<file path="src/rtl/bcd_chain_counter_if.sv">
// Handshake bundle for bcd_chain_counter: count controls in, BCD digits and wrap pulses out.
interface bcd_chain_counter_if #(
  parameter int DIGITS = 2
);
  logic                  en;
  logic                  up;
  logic                  load;
  logic [4*DIGITS-1:0]   load_val;
  logic [4*DIGITS-1:0]   out_to_disp;
  logic [DIGITS-1:0]     digit_carry;
  logic                  end_count;

  modport master (
    output en, up, load, load_val,
    input  out_to_disp, digit_carry, end_count
  );

  modport slave (
    input  en, up, load, load_val,
    output out_to_disp, digit_carry, end_count
  );
endinterface

</file>
<file path="src/rtl/bcd_chain_counter.sv">
// Cascaded BCD up/down counter with sanitising parallel load and a configurable top-digit modulus.
// Define BCD_CHAIN_SATURATE_EN to make the counter stop at its ends instead of wrapping.
module bcd_chain_counter #(
  parameter int DIGITS  = 2,
  parameter int TOP_MOD = 10
) (
  input logic                clk,
  input logic                reset,
  bcd_chain_counter_if.slave bus
);
  localparam logic [3:0] TopMax = 4'(TOP_MOD - 1);

  logic [DIGITS-1:0][3:0] count_q, count_d;
  logic [DIGITS-1:0]      carry_q, carry_d;
  logic                   endCount_q, endCount_d;
  logic [DIGITS-1:0]      atEdge;
  logic                   allAtEdge;
  logic                   blocked;

  function automatic logic [3:0] digitMax(input int idx);
    return (idx == DIGITS - 1) ? TopMax : 4'd9;
  endfunction

  // A digit steps when every lower digit sits at its wrap point; the whole chain settles in one cycle.
  always_comb begin
    logic chain;
    count_d    = count_q;
    carry_d    = '0;
    endCount_d = 1'b0;
    atEdge     = '0;
    allAtEdge  = 1'b0;
    blocked    = 1'b0;
    chain      = 1'b1;
    if (bus.load) begin
      for (int i = 0; i < DIGITS; i++) begin
        if (bus.load_val[4*i +: 4] > digitMax(i)) begin
          count_d[i] = 4'd0;
        end else begin
          count_d[i] = bus.load_val[4*i +: 4];
        end
      end
    end else if (bus.en) begin
      for (int i = 0; i < DIGITS; i++) begin
        atEdge[i] = bus.up ? (count_q[i] == digitMax(i)) : (count_q[i] == 4'd0);
        chain     = chain & atEdge[i];
      end
      allAtEdge = chain;
`ifdef BCD_CHAIN_SATURATE_EN
      blocked = allAtEdge;
`endif
      chain = 1'b1;
      for (int i = 0; i < DIGITS; i++) begin
        if (chain && !blocked) begin
          if (atEdge[i]) begin
            count_d[i] = bus.up ? 4'd0 : digitMax(i);
            carry_d[i] = 1'b1;
          end else begin
            count_d[i] = bus.up ? count_q[i] + 4'd1 : count_q[i] - 4'd1;
          end
        end
        chain = chain & atEdge[i];
      end
      endCount_d = allAtEdge;
    end
  end

  always_ff @(posedge clk or posedge reset) begin
    if (reset) begin
      count_q    <= '0;
      carry_q    <= '0;
      endCount_q <= 1'b0;
    end else begin
      count_q    <= count_d;
      carry_q    <= carry_d;
      endCount_q <= endCount_d;
    end
  end

  assign bus.out_to_disp = count_q;
  assign bus.digit_carry = carry_q;
  assign bus.end_count   = endCount_q;
endmodule
</file>
<file path="src/flat_wrapper.sv">
// flat-port wrapper written by rule: the top's interface ports become plain ports
module bcd_chain_counter_flat 
#(
  parameter int DIGITS  = 2,
  parameter int TOP_MOD = 10
)
  (clk, reset, bus_en, bus_up, bus_load, bus_load_val, bus_out_to_disp, bus_digit_carry, bus_end_count);
  bcd_chain_counter_if #(.DIGITS(DIGITS)) bus_i ();
  input logic clk;
  input logic reset;
  input wire logic [$bits(bus_i.en)-1:0] bus_en;
  input wire logic [$bits(bus_i.up)-1:0] bus_up;
  input wire logic [$bits(bus_i.load)-1:0] bus_load;
  input wire logic [$bits(bus_i.load_val)-1:0] bus_load_val;
  output wire logic [$bits(bus_i.out_to_disp)-1:0] bus_out_to_disp;
  output wire logic [$bits(bus_i.digit_carry)-1:0] bus_digit_carry;
  output wire logic [$bits(bus_i.end_count)-1:0] bus_end_count;
  assign bus_i.en = bus_en;
  assign bus_i.up = bus_up;
  assign bus_i.load = bus_load;
  assign bus_i.load_val = bus_load_val;
  assign bus_out_to_disp = bus_i.out_to_disp;
  assign bus_digit_carry = bus_i.digit_carry;
  assign bus_end_count = bus_i.end_count;
  bcd_chain_counter #(.DIGITS(DIGITS), .TOP_MOD(TOP_MOD)) u_core (.clk(clk), .reset(reset), .bus(bus_i));
endmodule
</file>
<file path="config.mk">
export PLATFORM = sky130hd
export DESIGN_NAME = bcd_chain_counter_flat
export DESIGN_NICKNAME = d
export VERILOG_FILES = /design/src/rtl/bcd_chain_counter_if.sv /design/src/rtl/bcd_chain_counter.sv /design/src/flat_wrapper.sv
export SDC_FILE = /design/constraint.sdc
export NUM_CORES = 1
export LEC_CHECK = 0
export ABC_CLOCK_PERIOD_IN_PS = 1900
export CAP_MARGIN = 0
export CORE_MARGIN = 5
export CORE_UTILIZATION = 45
export CTS_CLUSTER_SIZE = 25
export DETAILED_ROUTE_END_ITERATION = 10
export PLACE_DENSITY = 0.79
export REMOVE_ABC_BUFFERS = 1
export SLEW_MARGIN = 5
export SYNTH_ARGS = -nofsm -noshare
export SYNTH_HDL_FRONTEND = slang
export SYNTH_SLANG_ARGS = --single-unit
</file>
<file path="constraint.sdc">
create_clock -name clk -period 1.9 [get_ports clk]
set_clock_uncertainty 0.2 [all_clocks]
set_input_delay 0.38 -clock clk [delete_from_list [all_inputs] [get_ports clk]]
set_output_delay 0.38 -clock clk [all_outputs]
set_load 0.005 [all_outputs]
</file>
# Word-level counts from Yosys, hierarchy flattened
# Index checks and enable logic that the tools add are counted.
dict set report totals {
  register_bits 11
  in_bits 13
  out_inout_bits 11
  elab_cells 37
}
dict set report op_classes {
  add_sub_neg 4
  magnitude_cmp 2
  eq_ne 2
  muxes 19
  bitwise 1
  n_reduce_logical 5
}
# operator n
set ops {}
lappend ops {{two-way mux 4 bit} 8}
lappend ops {{two-way mux 8 bit} 2}
lappend ops {{adder 4 x 1 -> 4 bit (second input constant)} 2}
lappend ops {{== test 4 bit (second input constant)} 2}
lappend ops {{> comparator 4 bit (second input constant)} 2}
lappend ops {{zero test 4 bit} 2}
lappend ops {{subtractor 4 x 1 -> 4 bit (second input constant)} 2}
lappend ops {{two-way mux 1 bit} 7}
lappend ops {{two-way mux 2 bit} 2}
lappend ops {{nonzero test 2 bit} 2}
lappend ops {{AND reduction 2 bit} 1}
lappend ops {{bitwise AND 1 bit} 1}

# Longest topological paths before layout
dict set report depth {
  word_depth 6
  ltp_mapped 8
  mapped_depth_nobuf 7
}

# Worst setup path before layout
# OpenSTA, ideal clock, no wires.
dict set report synth_timing {
  kind {in2reg}
  from {in bus_up}
  to {reg u_core.count_q, in the netlist u_core.bus.out_to_disp[3]}
  setup_ps 127
  t_arrival_ps 1555
  required_ps 1573
  setup_slack_ps 18
  path_stages 8
  path_buffers 1
  cell_sequence {buf_6 inv_1 ha_1 a21o_1 a21oi_1 xnor2_1 mux2i_1 nor3_1}
}
dict set report synth_via {
  elab_chain_len 4
  word_cells_on_any_way 6
  classes_between {mux: 6}
}
# element line
set synth_rtl {}
lappend synth_rtl {{start: declaration} flat_wrapper.sv:12} ;# input wire logic [$bits(bus_i.up)-1:0] bus_up;
lappend synth_rtl {{two-way mux 4 bit (tied with other cells)} bcd_chain_counter.sv:58} ;# count_d[i] = bus.up ? count_q[i] + 4'd1 : count_q[i] - 4'd1;
lappend synth_rtl {{two-way mux 4 bit *} bcd_chain_counter.sv:54} ;# if (atEdge[i]) begin
lappend synth_rtl {{two-way mux 8 bit *} bcd_chain_counter.sv:42} ;# end else if (bus.en) begin
lappend synth_rtl {{two-way mux 8 bit *} bcd_chain_counter.sv:34} ;# if (bus.load) begin
lappend synth_rtl {{end signal: assignment} bcd_chain_counter.sv:73} ;# count_q <= count_d;
lappend synth_rtl {{end: declaration} bcd_chain_counter.sv:13} ;# logic [DIGITS-1:0][3:0] count_q, count_d;
# Mark *: on every way between the ends. The rest lies on a longest branch, timed or not. The select of a mux whose other input is x is not followed.
# A chain may end at the register's enable or synchronous reset.

# Final worst setup path
dict set report layout_timing {
  from {in bus_up}
  to {reg u_core.count_q, in the netlist u_core.bus.out_to_disp[7]}
}
dict set report layout_via {
  elab_chain_len 5
  word_cells_on_any_way 10
  classes_between {mux: 8; reduce/logical: 2}
}
# element line
set layout_rtl {}
lappend layout_rtl {{two-way mux 4 bit (tied with other cells)} bcd_chain_counter.sv:58}
lappend layout_rtl {{two-way mux 4 bit} bcd_chain_counter.sv:54}
lappend layout_rtl {{two-way mux 4 bit} bcd_chain_counter.sv:53} ;# if (chain && !blocked) begin
lappend layout_rtl {{two-way mux 8 bit} bcd_chain_counter.sv:42}
lappend layout_rtl {{two-way mux 8 bit} bcd_chain_counter.sv:34}
# Parallel ways exist; a longest one is shown, timed or not. The select of a mux whose other input is x is not followed.

==> impl_metrics.json <==
{
  "status": "finished, final reports clean",
  "fin_util_pct": 71.78,
  "peakVddDrop_mv": 0.4800,
  "tns_ns": 0,
  "setup-violations-final": 0,
  "final.period_utilization_pct": 97.00,
  "firstDrtPassIters": 4,
  "dp_slack_ns": -0.4735,
  "avgViaCountPerCell": 5.655,
  "clk_pin_slew_ns": 0.08,
  "cts_tree": "built",
  "cts.sinks": 10,
  "fin_nets": 148,
  "async_flop_share_pct": 100.0,
  "grt_max_degree": 12,
  "crit_path_max_fanout": 8,
  "ys_warn_count": 0,
  "relSlewSlack_pct": 71.89,
  "synth_largest_area_cell": "dfrtp_1",
  "die_area_um2": 2682,
  "grt_pass1_vias": 759,
  "routed_wl_mm": 2.088,
  "p_per_area_nw_per_um2": 724.1,
  "placed_area_um2": 1127,
  "synth_most_common_cell": "dfrtp_1",
  "grt_pass1_wl_mm": 3.525,
  "drive_gt1_share_pct": 25.78,
  "cap_violations": 0,
  "hold_path_class": "input port to async pin",
  "track_usage_pct": 18.08,
  "synth_common_cells": "dfrtp_1, o21ai_0, inv_1, nand3_1, nor2_1",
  "worst_pin_slew_ns": 0.4211,
  "p_leak_nw": 0.5845,
  "area_growth_pct": 54.30,
  "slew_viol_final": 0,
  "ioPinCount": 24,
  "final_antenna_net_count": 0,
  "netlist_instances": 87,
  "hold_viol": 0,
  "synth_cell_type_count": 34,
  "ys_top_cells_by_area": "dfrtp_1, ha_1, fa_1",
  "cts_max_level": 1,
  "placed_cells": 138,
  "power.total_mw": 0.8779,
  "postLayoutCellArea_um2": 1212,
  "antenna_found_initial": 0,
  "clkLatencyLatePin_ns": 0.28,
  "post-dp-hpwl_mm": 1.587,
  "vias": 820,
  "final_cell_count_no_fill": 145,
  "die_h_um": 51.79,
  "worstSetupPathType": "input port to flip-flop",
  "numCtsBuffers": 3,
  "overflow": 0,
  "critPathRequiredTime_ns": 1.86,
  "core_area_um2": 1689,
  "final.setup.worst_slack_ns": 0.05694,
  "die_w_um": 51.79,
  "cts-root-buf": "clkbuf_4",
  "start_util_pct": 46.52,
  "synth_edf_count": 0,
  "drtIter0Drc": 14,
  "critical_path_arrival_ns": 1.80,
  "clockBufferDepth": 2,
  "synth-seq-cells": 10,
  "avgSynthCellArea_um2": 9.032,
  "synth_flop_cell": "dfrtp_1",
  "num_rows": 15,
  "crit_path_start_kind": "input port",
  "gp_congestion": 0.8526,
  "ctsHoldBuffers": 0,
  "fill_cells": 121,
  "fin_crit_ns": 1.843,
  "io_buffer_count": 23,
  "antennaDiodeCount": 0,
  "yosysSeqAreaShare_pct": 31.85,
  "whs_ns": 0.1875,
  "wire_per_inst_um": 14.40,
  "max_freq_ghz": 0.5426,
  "netlist_area_um2": 785.8,
  "remaining_drc_errors": 0,
  "cp-end-kind": "flip-flop",
  "yosys.area.top_type_share_pct": 31.85
}
[power breakdown]
part | switching (mW) | total, mW | internal (mW) | leakage [nW]
Sequential | 0.0304 | 0.272 | 0.241 | 0.127
Combinational | 0.171 | 0.399 | 0.228 | 0.436
Clock | 0.0904 | 0.207 | 0.117 | 0.0210
Total | 0.292 | 0.878 | 0.586 | 0.584
[metal layers]
| metal | share of wire, % | GRT usage [%] | wire, µm |
|---|---|---|---|
| met2 | 49 | 27.12 | 1031 |
| met3 | 4.5 | 2.006 | 94 |
| met1 | 43 | 23.38 | 895 |
| met4 | 3.3 | 14.41 | 68 |
| met5 | 0 | 0 | 0 |
[layout by cell type, fill, tap and decap left out, types with 2 or more instances in the layout]
master	count
a21oi_1	3
mux2i_1	2
dlymetal6s2s_1	3
clkdlybuf4s50_1	19
nor3_1	4
nand3_1	5
dfrtp_1	9
o21ai_0	8
nor2b_1	3
nor2_1	5
a21o_1	2
nand3b_1	2
clkbuf_4	3
buf_6	2
xnor2_1	4
nand2_1	4
fa_1	2
buf_4	17
ha_1	4
inv_1	6
[layout make-up]
type,count,area (µm²),share of cell area (%)
multi-input combinational,65,489.2,40.35
timing repair buffer,42,387.9,31.99
sequential,10,251.5,20.74
clock buffer,4,36.28,2.993
inverter,7,26.28,2.167
tap,17,21.27,1.754
[cells by family after synthesis]
kind of cell | after synthesis | share of synthesized area (%)
simple gates | 28 | 19.75
flops | 10 | 31.85
mux | 2 | 2.548
fa+ha+maj | 6 | 11.47
compound gates | 24 | 21.66
buf+inv | 12 | 7.166
xor+xnor | 5 | 5.573
[critical path, cell delays in order]
cell	delay, ns
clkdlybuf4s15_1	0.20
buf_6	0.15
or3_4	0.37
a211oi_4	0.30
nor4b_2	0.09
o21ai_1	0.20
o211ai_2	0.11
[sequential cells by signal, summed over array words and instances (netlist names)]
signal and cells:
u_core.bus.out_to_disp 8, u_core.bus.digit_carry 2
[worst paths after layout]
| kind | startpoint | end | slack [ns] | cells after the start |
|---|---|---|---|---|
| setup / recovery | bus_up | u_core.bus.out_to_disp[7] | 0.06 | 7 |
| hold / removal | reset | u_core.bus.out_to_disp[1] | 0.19 | 2 |
| setup reg to reg | u_core.bus.out_to_disp[7] | u_core.bus.out_to_disp[7] | 0.09 | 5 |
| hold reg to reg | u_core.bus.out_to_disp[0] | u_core.bus.out_to_disp[0] | 0.44 | 2 |
| max in group asynchronous | reset | u_core.bus.out_to_disp[0] | 1.00 | 2 |
| min in group clk | u_core.bus.out_to_disp[0] | u_core.bus.out_to_disp[0] | 0.44 | 2 |
[what timing repair did]
action / in CTS / in global routing
resized for setup: 5 / 6
setup endpoints to repair: 6 / 7
setup buffers: 0 / 3
endpoints found under the hold margin: 0 / 0
pin swaps: 1 / 3
No activity file was read; power rests on OpenSTA's default activity.
